==> config.mk <==
export PLATFORM = sky130hd
export DESIGN_NAME = cache_mem_arbiter_flat
export DESIGN_NICKNAME = d
export VERILOG_FILES = /design/src/rtl/cache_mem_arbiter_if.sv /design/src/rtl/cache_mem_arbiter.sv /design/src/flat_wrapper.sv
export SDC_FILE = /design/constraint.sdc
export NUM_CORES = 1
export LEC_CHECK = 0
export CORE_AREA = 2 2 545 547
export CTS_BUF_LIST = sky130_fd_sc_hd__clkbuf_16
export DETAILED_ROUTE_END_ITERATION = 6
export DIE_AREA = 0 0 547 549
export GPL_TIMING_DRIVEN = 0
export PLACE_DENSITY_LB_ADDON = 0.12
export SLEW_MARGIN = 20
export SYNTH_ARGS = -nofsm -noshare
export SYNTH_HDL_FRONTEND = slang
export SYNTH_SLANG_ARGS = --single-unit
==> constraint.sdc <==
create_clock -name clk -period 1.55 [get_ports clk]
set_input_delay 0.31 -clock clk [delete_from_list [all_inputs] [get_ports clk]]
set_output_delay 0.31 -clock clk [all_outputs]
set_load 0.01 [all_outputs]
==> src/rtl/cache_mem_arbiter_if.sv <==
`default_nettype none
// ============================================================================
//  Module      : cache_mem_arbiter_if
//  Description : Bundle of the I-cache, D-cache and memory-side cacheline
//                signals around cache_mem_arbiter. The arbiter connects
//                through the master modport, because it drives the memory
//                bus. The environment (caches and memory) connects through
//                the slave modport.
//  Revision    : 1.0  initial release
// ============================================================================
interface cache_mem_arbiter_if #(
  parameter int LINE_W = 256,
  parameter int ADDR_W = 32
);
  // I-cache side
  logic              i_read;
  logic [ADDR_W-1:0] i_address;
  logic [LINE_W-1:0] i_rdata;
  logic              i_resp;
  // D-cache side
  logic              d_read;
  logic              d_write;
  logic [ADDR_W-1:0] d_address;
  logic [LINE_W-1:0] d_wdata;
  logic [LINE_W-1:0] d_rdata;
  logic              d_resp;
  // memory side
  logic              mem_read;
  logic              mem_write;
  logic [ADDR_W-1:0] mem_address;
  logic [LINE_W-1:0] mem_wdata;
  logic [LINE_W-1:0] mem_rdata;
  logic              mem_resp;
  // current owner
  logic [1:0]        grant;

  modport master (
    input  i_read, i_address, d_read, d_write, d_address, d_wdata,
           mem_rdata, mem_resp,
    output i_rdata, i_resp, d_rdata, d_resp,
           mem_read, mem_write, mem_address, mem_wdata, grant
  );

  modport slave (
    output i_read, i_address, d_read, d_write, d_address, d_wdata,
           mem_rdata, mem_resp,
    input  i_rdata, i_resp, d_rdata, d_resp,
           mem_read, mem_write, mem_address, mem_wdata, grant
  );
endinterface
`default_nettype wire

==> src/rtl/cache_mem_arbiter.sv <==
`default_nettype none
// ============================================================================
//  Module      : cache_mem_arbiter
//  Description : Shares one memory cacheline port between the I-cache miss
//                path and the D-cache miss/writeback path. The arbiter serves
//                one line transaction at a time. Address and data pass
//                through combinationally, and each response goes back only
//                to the cache that owns the transaction.
//                Optional build macro CACHE_ARB_RR_EN: when it is defined,
//                a tie is broken round-robin. Otherwise the D-cache always
//                wins a tie.
//  Revision    : 1.0  initial release
// ============================================================================
module cache_mem_arbiter #(
  parameter int LINE_W = 256,
  parameter int ADDR_W = 32
) (
  input  logic                 clk,
  input  logic                 rst,   // asynchronous, active-low
  cache_mem_arbiter_if.master  bus
);

  typedef enum logic [1:0] {
    IDLE    = 2'd0,
    SERVE_I = 2'd1,
    SERVE_D = 2'd2,
    DONE    = 2'd3
  } state_t;

  typedef enum logic {
    GNT_I = 1'b0,
    GNT_D = 1'b1
  } owner_t;

  state_t state_q, state_d;
  owner_t last_grant_q, last_grant_d;

  logic i_pending;
  logic d_pending;
  logic tie_to_d;

  assign i_pending = bus.i_read;
  assign d_pending = bus.d_read | bus.d_write;

`ifdef CACHE_ARB_RR_EN
  // A tie goes to whoever was not served last, so neither cache can starve.
  assign tie_to_d = (last_grant_q == GNT_I);
`else
  // Fixed priority: the D-cache wins every tie.
  assign tie_to_d = 1'b1;
`endif

  // Line data goes to both caches; only the owner's resp qualifies it.
  assign bus.i_rdata = bus.mem_rdata;
  assign bus.d_rdata = bus.mem_rdata;

  // State and last-owner registers; reset abandons any transaction in flight.
  always_ff @(posedge clk or negedge rst) begin
    if (!rst) begin
      state_q      <= IDLE;
      last_grant_q <= GNT_I;
    end else begin
      state_q      <= state_d;
      last_grant_q <= last_grant_d;
    end
  end

  // Next-state selection and decode of the memory bus for the current owner.
  always_comb begin
    state_d         = state_q;
    last_grant_d    = last_grant_q;
    bus.mem_read    = 1'b0;
    bus.mem_write   = 1'b0;
    bus.mem_address = {ADDR_W{1'b0}};
    bus.mem_wdata   = {LINE_W{1'b0}};
    bus.i_resp      = 1'b0;
    bus.d_resp      = 1'b0;
    bus.grant       = 2'b00;

    case (state_q)
      IDLE: begin
        if (i_pending && d_pending) begin
          state_d = tie_to_d ? SERVE_D : SERVE_I;
        end else if (i_pending) begin
          state_d = SERVE_I;
        end else if (d_pending) begin
          state_d = SERVE_D;
        end
      end

      SERVE_I: begin
        bus.grant       = 2'b01;
        bus.mem_read    = 1'b1;
        bus.mem_address = bus.i_address;
        bus.i_resp      = bus.mem_resp;
        if (bus.mem_resp) begin
          state_d      = DONE;
          last_grant_d = GNT_I;
        end
      end

      SERVE_D: begin
        bus.grant       = 2'b10;
        // A read and a write together is illegal; the write wins.
        bus.mem_read    = bus.d_read & ~bus.d_write;
        bus.mem_write   = bus.d_write;
        bus.mem_address = bus.d_address;
        bus.mem_wdata   = bus.d_wdata;
        bus.d_resp      = bus.mem_resp;
        if (bus.mem_resp) begin
          state_d      = DONE;
          last_grant_d = GNT_D;
        end
      end

      // One quiet cycle, so a request still held just after its resp is
      // not granted a second time.
      DONE: begin
        state_d = IDLE;
      end

      default: begin
        state_d = IDLE;
      end
    endcase
  end

`ifndef SYNTHESIS
  // The D-cache must never raise a read and a writeback together.
  a_d_rw_exclusive: assert property (@(posedge clk) disable iff (!rst)
    !(bus.d_read && bus.d_write));

  // The memory strobes must never both be active.
  a_mem_rw_exclusive: assert property (@(posedge clk) disable iff (!rst)
    !(bus.mem_read && bus.mem_write));

  // In DONE, last_grant must name the cache that was just served.
  a_last_grant_tracks: assert property (@(posedge clk) disable iff (!rst)
    (state_q == DONE) |-> ((last_grant_q == GNT_D) == $past(state_q == SERVE_D)));
`endif

endmodule
`default_nettype wire

==> src/flat_wrapper.sv <==
// flat-port wrapper written by rule: the top's interface ports become plain ports
module cache_mem_arbiter_flat 
#(
  parameter int LINE_W = 256,
  parameter int ADDR_W = 32
)
  (clk, rst, bus_i_read, bus_i_address, bus_d_read, bus_d_write, bus_d_address, bus_d_wdata, bus_mem_rdata, bus_mem_resp, bus_i_rdata, bus_i_resp, bus_d_rdata, bus_d_resp, bus_mem_read, bus_mem_write, bus_mem_address, bus_mem_wdata, bus_grant);
  cache_mem_arbiter_if #(.LINE_W(LINE_W), .ADDR_W(ADDR_W)) bus_i ();
  input  logic clk;
  input  logic rst;
  input wire logic [$bits(bus_i.i_read)-1:0] bus_i_read;
  input wire logic [$bits(bus_i.i_address)-1:0] bus_i_address;
  input wire logic [$bits(bus_i.d_read)-1:0] bus_d_read;
  input wire logic [$bits(bus_i.d_write)-1:0] bus_d_write;
  input wire logic [$bits(bus_i.d_address)-1:0] bus_d_address;
  input wire logic [$bits(bus_i.d_wdata)-1:0] bus_d_wdata;
  input wire logic [$bits(bus_i.mem_rdata)-1:0] bus_mem_rdata;
  input wire logic [$bits(bus_i.mem_resp)-1:0] bus_mem_resp;
  output wire logic [$bits(bus_i.i_rdata)-1:0] bus_i_rdata;
  output wire logic [$bits(bus_i.i_resp)-1:0] bus_i_resp;
  output wire logic [$bits(bus_i.d_rdata)-1:0] bus_d_rdata;
  output wire logic [$bits(bus_i.d_resp)-1:0] bus_d_resp;
  output wire logic [$bits(bus_i.mem_read)-1:0] bus_mem_read;
  output wire logic [$bits(bus_i.mem_write)-1:0] bus_mem_write;
  output wire logic [$bits(bus_i.mem_address)-1:0] bus_mem_address;
  output wire logic [$bits(bus_i.mem_wdata)-1:0] bus_mem_wdata;
  output wire logic [$bits(bus_i.grant)-1:0] bus_grant;
  assign bus_i.i_read = bus_i_read;
  assign bus_i.i_address = bus_i_address;
  assign bus_i.d_read = bus_d_read;
  assign bus_i.d_write = bus_d_write;
  assign bus_i.d_address = bus_d_address;
  assign bus_i.d_wdata = bus_d_wdata;
  assign bus_i.mem_rdata = bus_mem_rdata;
  assign bus_i.mem_resp = bus_mem_resp;
  assign bus_i_rdata = bus_i.i_rdata;
  assign bus_i_resp = bus_i.i_resp;
  assign bus_d_rdata = bus_i.d_rdata;
  assign bus_d_resp = bus_i.d_resp;
  assign bus_mem_read = bus_i.mem_read;
  assign bus_mem_write = bus_i.mem_write;
  assign bus_mem_address = bus_i.mem_address;
  assign bus_mem_wdata = bus_i.mem_wdata;
  assign bus_grant = bus_i.grant;
  cache_mem_arbiter #(.LINE_W(LINE_W), .ADDR_W(ADDR_W)) u_core (.clk(clk), .rst(rst), .bus(bus_i));
endmodule
-- Yosys cells after proc, flatten, opt, wreduce, memory -nomap -nowiden
Index checks and enable logic that the tools add are counted.
- register bits after elaboration: 2
- latch bits: 0
- memory bits (writable): 0
- ROM bits: 0
- input bits: 582
- output and inout port bits: 806
- logic and storage cells: 25
- memories: 0
- add/sub/neg operators: 0
- multipliers: 0
- divide/modulo/power cells: 0
- magnitude comparators: 0
- equal/unequal tests: 5
- shift operators: 0
- muxes and demuxes: 12
- bitwise gates (word level): 3
- reduce and logical (&&, ||, !) cells: 4
- operators by type and width (kind ; count):
    $mux W256 ; 1
    $pmux W32 S2 ; 1
    $mux W2 ; 4
    $pmux W2 S3 ; 1
    $eq A2 B2 Y1 const B ; 2
    $ne A4 B2 Y1 const B ; 1
    $pmux W2 S2 ; 1
    $mux W1 ; 3
    $eq A2 B1 Y1 const B ; 1
    $logic_not A2 Y1 ; 1
    $ne A2 B1 Y1 const B ; 1
    $pmux W1 S2 ; 1
    $reduce_and A2 Y1 ; 1
    $reduce_or A2 Y1 ; 1
    $and A1 B1 Y1 ; 1
    $logic_and A1 B1 Y1 ; 1
    $not A1 Y1 ; 1
    $or A1 B1 Y1 ; 1

-- Depth between registers and ports, before layout
Gate-level depths: netlist (run 1).
- word-level depth: 5
- depth in mapped cells: 6
- depth with buffers taken out: 5

-- Least setup slack after synthesis (run 1)
Ideal clock, no wire load.
- path kind: reg2out
- start point: reg u_core.state_q[0]
- end point: out bus_mem_address[0]
- data arrival time: 1327 ps
- path slack: -87 ps
- cell stages (with the launch flop): 6
- path buffers: 2
- cells stage by stage: dfrtp_1 inv_1 ha_1 clkbuf_2 clkbuf_1 nor2b_1
- longest elaborated chain between the ends: 2
- elaborated cells between the ends (all ways): 3
- RTL lines (item ; line ; RTL):
    start, declared ; cache_mem_arbiter.sv:35 ; state_t state_q, state_d;
    start signal, assigned ; cache_mem_arbiter.sv:63 ; state_q <= state_d;
    $eq A2 B2 Y1 or $eq A2 B1 Y1 (tied branches) ; -- ;
    $pmux W32 S2 * ; cache_mem_arbiter.sv:80 ; case (state_q)
    end, declared ; flat_wrapper.sv:25 ; output wire logic [$bits(bus_i.mem_address)-1:0] bus_mem_address;
Mark *: on every way between the ends. The rest lies on a longest branch, timed or not.

-- Final worst setup path (run 1)
- start point: reg u_core.state_q[0]
- end point: out bus_mem_wdata[124]
- longest elaborated chain between the ends: 2
- RTL lines (item ; line ; RTL):
    $eq A2 B2 Y1 ; -- ;
    $mux W256 ; cache_mem_arbiter.sv:80 ;
    end, declared ; flat_wrapper.sv:26 ; output wire logic [$bits(bus_i.mem_wdata)-1:0] bus_mem_wdata;
No other way between the ends.

==> results.ini, run 1 <==
[clocking]
cts_tree = yes
clk_pin_slew_ns = 0.03
cts_made_buffers = 3
clock_sinks = 2
clockBufferDepth = 2
h-tree-depth = 1
root_buffer = clkbuf_16
clk-insertion-delay-late_ns = 0.23
hold_buffers = 0

[floorplan]
coreArea_um2 = 295000
die_area_um2 = 300000
rows = 200
initial_core_util_pct = 2.14
pin_count = 1388
fp.dieH_um = 549
die_x_um = 547

[sta]
rsz0062_at_grt = yes
worst_slack_ns = -0.620
fmax_mhz = 461
slew_headroom_pct = 43.7
hold_viol_final = 0
period_needed_ns = 2.17
final.setup_skew_ns = 0.00112
tightest_slew_ns = 0.844
setup_viol = 295
slew_viol_final = 0
period_share_pct = 140

[synth]
synth_xor_area_share_pct = 0
synth.area.top_cells = buf_4, and2_1, a22oi_1
synth_compound_area_share_pct = 4.47
synthMuxAreaShare_pct = 0
yosys.area.top_type = buf_4
synth_nets = 1483
netlist.area_leader.share_pct = 61.0
synth_top_family_by_area = buffers and inverters
ys_types = 20
ys_seq_elements = 2
synthesis.area_um2 = 6300
yosysSeqAreaShare_pct = 0.794
ys_warn_count = 0
syn_avg_cell_area_um2 = 7.03
synthAdderAreaFrac_pct = 0.993
netlist_instances = 896
synth-simple-area-share_pct = 29.6

[cells_and_area]
nets = 2681
largest_register = u_core.state_q
largest_register_ffs = 2
drive_above_1_share_pct = 56.2
area_growth_pct = 302
reg_top3 = u_core.state_q: 2 flops

[global_routing]
antenna_found_initial = 121
grt.total_usage_pct = 10.8
grt_use_met3_pct = 6.70
grt_max_degree = 11
grt_overflow = 0
grt_pass1_wl_mm = 195
met2_usage_pct = 16.3
grt_pass1_vias = 11377
grt.busiest_layer = met2
use_met1_pct = 13.6

[placed_design]
io_buffers = 1131
place_hpwl_mm = 166
gp_congestion = 0.885
dpl_worst_slack_ns = -2.66

[power_and_ir_drop]
switching_share_pct = 46.4
p_total_mw = 26.8
combPwrFrac_pct = 98.0
p_sw_mw = 12.4
vdd_ir_drop_max_uv = 497
p_leak_nw = 9.91
clockPowerShare_pct = 1.5
p_int_mw = 14.3
seqPwrFrac_pct = 0.5
power_density_nw_per_um2 = 1060

[worst_setup_path]
r2r-start = u_core.state_q[0]$_DFFE_PN0P_
setup.worst_path.end_class = output port
critPathKind = reg2out
worstSetupStartpoint = u_core.state_q[0]$_DFFE_PN0P_
crit_fanout = 10
critPathArrivalTime_ns = 1.86
required_ns = 1.24
start_kind = flip-flop

[status]
outcome = finished with violations
failed_checks = negative setup slack

[drt]
wl_per_cell_um = 28.5
ant_nets = 0
drt-pass1-iter-count = 4
drc_errors = 0
num_vias = 10805
routed_wl_mm = 172
vias_per_cell = 1.79
first_iter_violations = 298

[min_path]
worstHoldPathType = in2async

[run]
drv_cap = 0

[power groups by stage]
stage / Clock, mW / Combinational, mW / Sequential (mW)
global placement: 0 / 20.0 / 0.123
global route: 0.406 / 28.2 / 0.148
detailed placement: 0 / 19.9 / 0.121
finish: 0.395 / 26.2 / 0.142
floorplan: 0 / 6.21 / 0.107
CTS: 0.403 / 20.8 / 0.142
[worst max-delay path, cell delays in order (launching register included)]
cell and delay [ns]:
dfrtp_2 0.42, inv_4 0.09, ha_4 0.27, buf_12 0.19, buf_12 0.15, buf_8 0.13, and2_1 0.14, buf_6 0.18
[cell type report]
class,instances,area (um2)
buffer,548,4440
sequential,2,52.6
inverter,3,16.3
clock buffer,3,75.1
multi-input combinational,340,2980
tap,3939,4930
timing repair buffer,1196,12800
antenna,18,45.0
fill,34387,270000
[synth_stat cells]
master and n:
nor3b_4 1, inv_1 3, o21a_1 1, o21ai_0 1
buf_4 512, nor3b_1 2, dfrtp_1 2, clkbuf_2 22
nand2_1 2, a22oi_1 32, nor2b_1 32, nor2_1 1
a311oi_1 1, clkbuf_1 8, a21oi_1 2, and2_1 258
buf_2 9, ha_1 5, a311o_1 1, and2_2 1
[cells in the final DEF (no fill, tap or decap), drive strengths merged]
cell / instances
a311o: 1
clkdlybuf4s50: 818
a22oi: 32
dlymetal6s2s: 22
dfrtp: 2
nand2: 2
o21ai: 1
ha: 5
buf: 856
inv: 3
o21a: 1
a311oi: 1
nor2: 1
and2: 259
diode: 18
nor3b: 3
a21oi: 2
clkbuf: 51
nor2b: 32
[stage by stage]
| step | area [um2] | utilization [%] | hold slack (ns) | setup TNS, ns | std cells |
|---|---|---|---|---|---|
| 6_report | 25300 | 8.59 | 0.254 | -151.60 | 6049 |
| 5_1_grt | 25300 | 8.57 | 0.267 | -170.08 | 6033 |
| 4_1_cts | 23100 | 7.83 | 0.258 | -230.60 | 5977 |
| 3_5_place_dp | 22600 | 7.67 | 0.497 | -532.57 | 5966 |
| 3_3_place_gp | 22600 | 7.67 | 0.496 | -532.28 | 5966 |
| 2_1_floorplan | 6380 | - | 0.0144 | -5.78 | 896 |
[metal layers]
layer	part of all wire, %	wire length (um)
met5	0.11	190
met4	0.95	1630
met3	16	28300
met2	42	71900
met1	41	70400
[what timing repair did]
action | CTS | global route
buffers inserted | 8 | 43
hold endpoints to repair | 0 | 0
cloned | 1 | 14
pin swaps | 2 | 23
gates resized for setup | 929 | 1380
endpoints found under the setup margin | 317 | 315
[cell families (layout without fill, tap and decap cells)]
| family | count (synthesis) | count (layout) |
|---|---|---|
| flip-flops | 2 | 2 |
| other | 0 | 18 |
| adder cells (fa/ha/maj) | 5 | 5 |
| buffers and inverters | 554 | 1750 |
| AO/OA/AOI/OAI | 38 | 38 |
| AND/OR/NAND/NOR | 297 | 297 |
[worst paths after layout]
| kind | end | slack (ns) | cells after the start |
|---|---|---|---|
| min | u_core.state_q[0]$_DFFE_PN0P_ | 0.25 | 1 |
| min in group clk | u_core.state_q[0]$_DFFE_PN0P_ | 0.65 | 2 |
| max | bus_mem_wdata[124] | -0.62 | 7 |
| min reg2reg | u_core.state_q[0]$_DFFE_PN0P_ | 0.65 | 2 |
| max reg2reg | u_core.state_q[1]$_DFFE_PN0P_ | -0.09 | 8 |
| max in group asynchronous | u_core.state_q[1]$_DFFE_PN0P_ | 1.16 | 1 |
No activity file was read; power rests on OpenSTA's default activity.
==> run 2, diff against run 1 <==
--- a/config.mk
+++ b/config.mk
@@ -15,3 +15,4 @@
 export SYNTH_ARGS = -nofsm -noshare
 export SYNTH_HDL_FRONTEND = slang
 export SYNTH_SLANG_ARGS = --single-unit
+export TNS_END_PERCENT = 30
==> results.ini, run 2 (synthesized netlist as in run 1, its figures left out) <==
[status]
outcome = finished with violations  ; unchanged
failed_checks = negative setup slack  ; unchanged

[global_routing]
use_met1_pct = 13.6  ; unchanged
grt.busiest_layer = met2  ; unchanged
grt_use_met3_pct = 6.70  ; unchanged
grt_pass1_wl_mm = 195  ; unchanged
antenna_found_initial = 122  ; was 121
grt_pass1_vias = 11377  ; unchanged
grt_overflow = 0  ; unchanged
grt_max_degree = 11  ; unchanged
grt.total_usage_pct = 10.8  ; unchanged
met2_usage_pct = 16.3  ; unchanged

[floorplan]
pin_count = 1388  ; unchanged
rows = 200  ; unchanged
die_x_um = 547  ; unchanged
die_area_um2 = 300000  ; unchanged
initial_core_util_pct = 2.14  ; unchanged
coreArea_um2 = 295000  ; unchanged
fp.dieH_um = 549  ; unchanged

[sta]
period_share_pct = 142  ; was 140%
setup_viol = 306  ; was 295
worst_slack_ns = -0.649  ; was -0.620 ns
fmax_mhz = 455  ; was 461 MHz
period_needed_ns = 2.20  ; was 2.17 ns
rsz0062_at_grt = yes  ; unchanged
tightest_slew_ns = 0.783  ; was 0.844 ns
final.setup_skew_ns = 0.000979  ; was 0.00112 ns
slew_headroom_pct = 47.6  ; was 43.7%
slew_viol_final = 0  ; unchanged
hold_viol_final = 0  ; unchanged
hold-worst-slack_ns = 0.256  ; was 0.254 ns

[drt]
drc_errors = 0  ; unchanged
vias_per_cell = 1.78  ; was 1.79
routed_wl_mm = 172  ; about the same
wl_per_cell_um = 28.6  ; was 28.5 um
drt-pass1-iter-count = 4  ; unchanged
ant_nets = 0  ; unchanged
num_vias = 10686  ; was 10,805
first_iter_violations = 303  ; was 298

[power_and_ir_drop]
power_density_nw_per_um2 = 997  ; was 1060 nW/um2
p_leak_nw = 9.30  ; was 9.91 nW
p_total_mw = 24.0  ; was 26.8 mW
vdd_ir_drop_max_uv = 494  ; was 497 uV

[clocking]
clockBufferDepth = 2  ; unchanged
cts_tree = yes  ; unchanged
h-tree-depth = 1  ; unchanged
clk_pin_slew_ns = 0.03  ; about the same
cts_made_buffers = 3  ; unchanged
root_buffer = clkbuf_16  ; unchanged
clock_sinks = 2  ; unchanged
clk-insertion-delay-late_ns = 0.22  ; was 0.23 ns

[cells_and_area]
reg_top3 = u_core.state_q: 2 flops  ; unchanged
largest_register_ffs = 2  ; unchanged
final_core_utilization_pct = 8.15  ; was 8.59%
fillers = 34541  ; was 34,387
final_cell_mix = clkdlybuf4s50_1, buf_4, and2_4, and2_1, buf_6  ; was clkdlybuf4s50_1, buf_4, and2_4, buf_6, buf_8
area_growth_pct = 282  ; was 302%
nets = 2656  ; was 2,681
drive_above_1_share_pct = 51.4  ; was 56.2%
final_common_cell = clkdlybuf4s50_1  ; unchanged
largest_register = u_core.state_q  ; unchanged

[worst_setup_path]
start_kind = flip-flop  ; unchanged
critPathKind = reg2out  ; unchanged
critPathArrivalTime_ns = 1.89  ; was 1.86 ns
crit_fanout = 10  ; unchanged
slowest_stage = dfrtp_2  ; unchanged
setup.worst_path.end_class = output port  ; unchanged
required_ns = 1.24  ; about the same
worstPathCellList = inv_4 -> ha_4 -> buf_12 -> clkbuf_16 -> buf_8 -> and2_1 -> clkbuf_2  ; was inv_4 -> ha_4 -> buf_12 -> buf_12 -> buf_8 -> and2_1 -> buf_6
cp_slowest_stage_delay_ns = 0.42  ; about the same

[placed_design]
place_hpwl_mm = 166  ; unchanged
gp_congestion = 0.885  ; unchanged
io_buffers = 1131  ; unchanged

[min_path]
worstHoldPathType = in2async  ; unchanged

[run]
drv_cap = 0  ; unchanged

## run 2: cell count changes in the layout (fill, tap and decap cells not counted), sizes merged
cell           previous run  this run
buf                     856       780
clkbuf                   51        87
clkdlybuf4s15             0         6
clkdlybuf4s50           818       839
diode                    18        11
dlygate4sd2               0         3
dlymetal6s2s             22         7
## run 2: layout make-up
cell class / count / area, um2 / share of cell area [%]
timing repair buffer: 1171 / 11800 / 49.0
tap: 3939 / 4930 / 20.5
buffer: 548 / 4410 / 18.3
multi-input combinational: 340 / 2760 / 11.5
clock buffer: 3 / 75.1 / 0.312
sequential: 2 / 52.6 / 0.218
antenna: 11 / 27.5 / 0.114
inverter: 3 / 16.3 / 0.0676
## run 2: worst paths after layout
kind	from	endpoint	slack (ns)	cells after the start
worst min register to register	u_core.state_q[0]$_DFFE_PN0P_	u_core.state_q[0]$_DFFE_PN0P_	0.65	2
worst max-delay path	u_core.state_q[0]$_DFFE_PN0P_	bus_mem_wdata[48]	-0.65	7
worst max register to register	u_core.state_q[0]$_DFFE_PN0P_	u_core.state_q[1]$_DFFE_PN0P_	-0.10	8
max in group asynchronous	rst	u_core.state_q[1]$_DFFE_PN0P_	1.16	1
min in group clk	u_core.state_q[0]$_DFFE_PN0P_	u_core.state_q[0]$_DFFE_PN0P_	0.65	2
worst min-delay path	rst	u_core.state_q[0]$_DFFE_PN0P_	0.26	1
## run 2: what timing repair did
action                                  in CTS  in global routing
setup buffers                                8                 24
endpoints found under the hold margin        0                  0
gates cloned                                 1                  8
pin swaps                                    2                 19
endpoints found under the setup margin     317                315
hold buffers                                 0                  0
gates resized for setup                    929                979
## run 2: critical path: cells and delay by family (launching register included)
| kind | cells | cell delay [ns] |
|---|---|---|
| flops | 1 | 0.42 |
| simple gates | 1 | 0.13 |
| fa+ha+maj | 1 | 0.27 |
| buf+inv | 5 | 0.78 |
## run 2: power breakdown
group / total (mW) / internal, mW / switching [mW] / leakage (nW)
Combinational: 23.4 / 11.7 / 11.8 / 9.24
Sequential: 0.142 / 0.0876 / 0.0549 / 0.0219
Clock: 0.395 / 0.329 / 0.0659 / 0.0370
## run 2: metrics by stage
step           TNS (ns)  setup slack, ns  cell area, um2  instances
6_report        -157.96           -0.649           24100       6017
5_1_grt         -180.32           -0.705           24000       6007
4_1_cts         -230.60           -0.961           23100       5977
3_5_place_dp    -532.57            -2.66           22600       5966
3_3_place_gp    -532.28            -2.63           22600       5966
2_1_floorplan     -5.78          -0.0435            6380        896
## run 2: layer usage
metal | share of wire, % | up-vias | wire length (um)
met4 | 0.94 | 26 | 1620
met5 | 0.10 | - | 176
met1 | 43 | 4768 | 73400
li1 | - | 4576 | -
met2 | 42 | 1107 | 71500
met3 | 15 | 209 | 25400
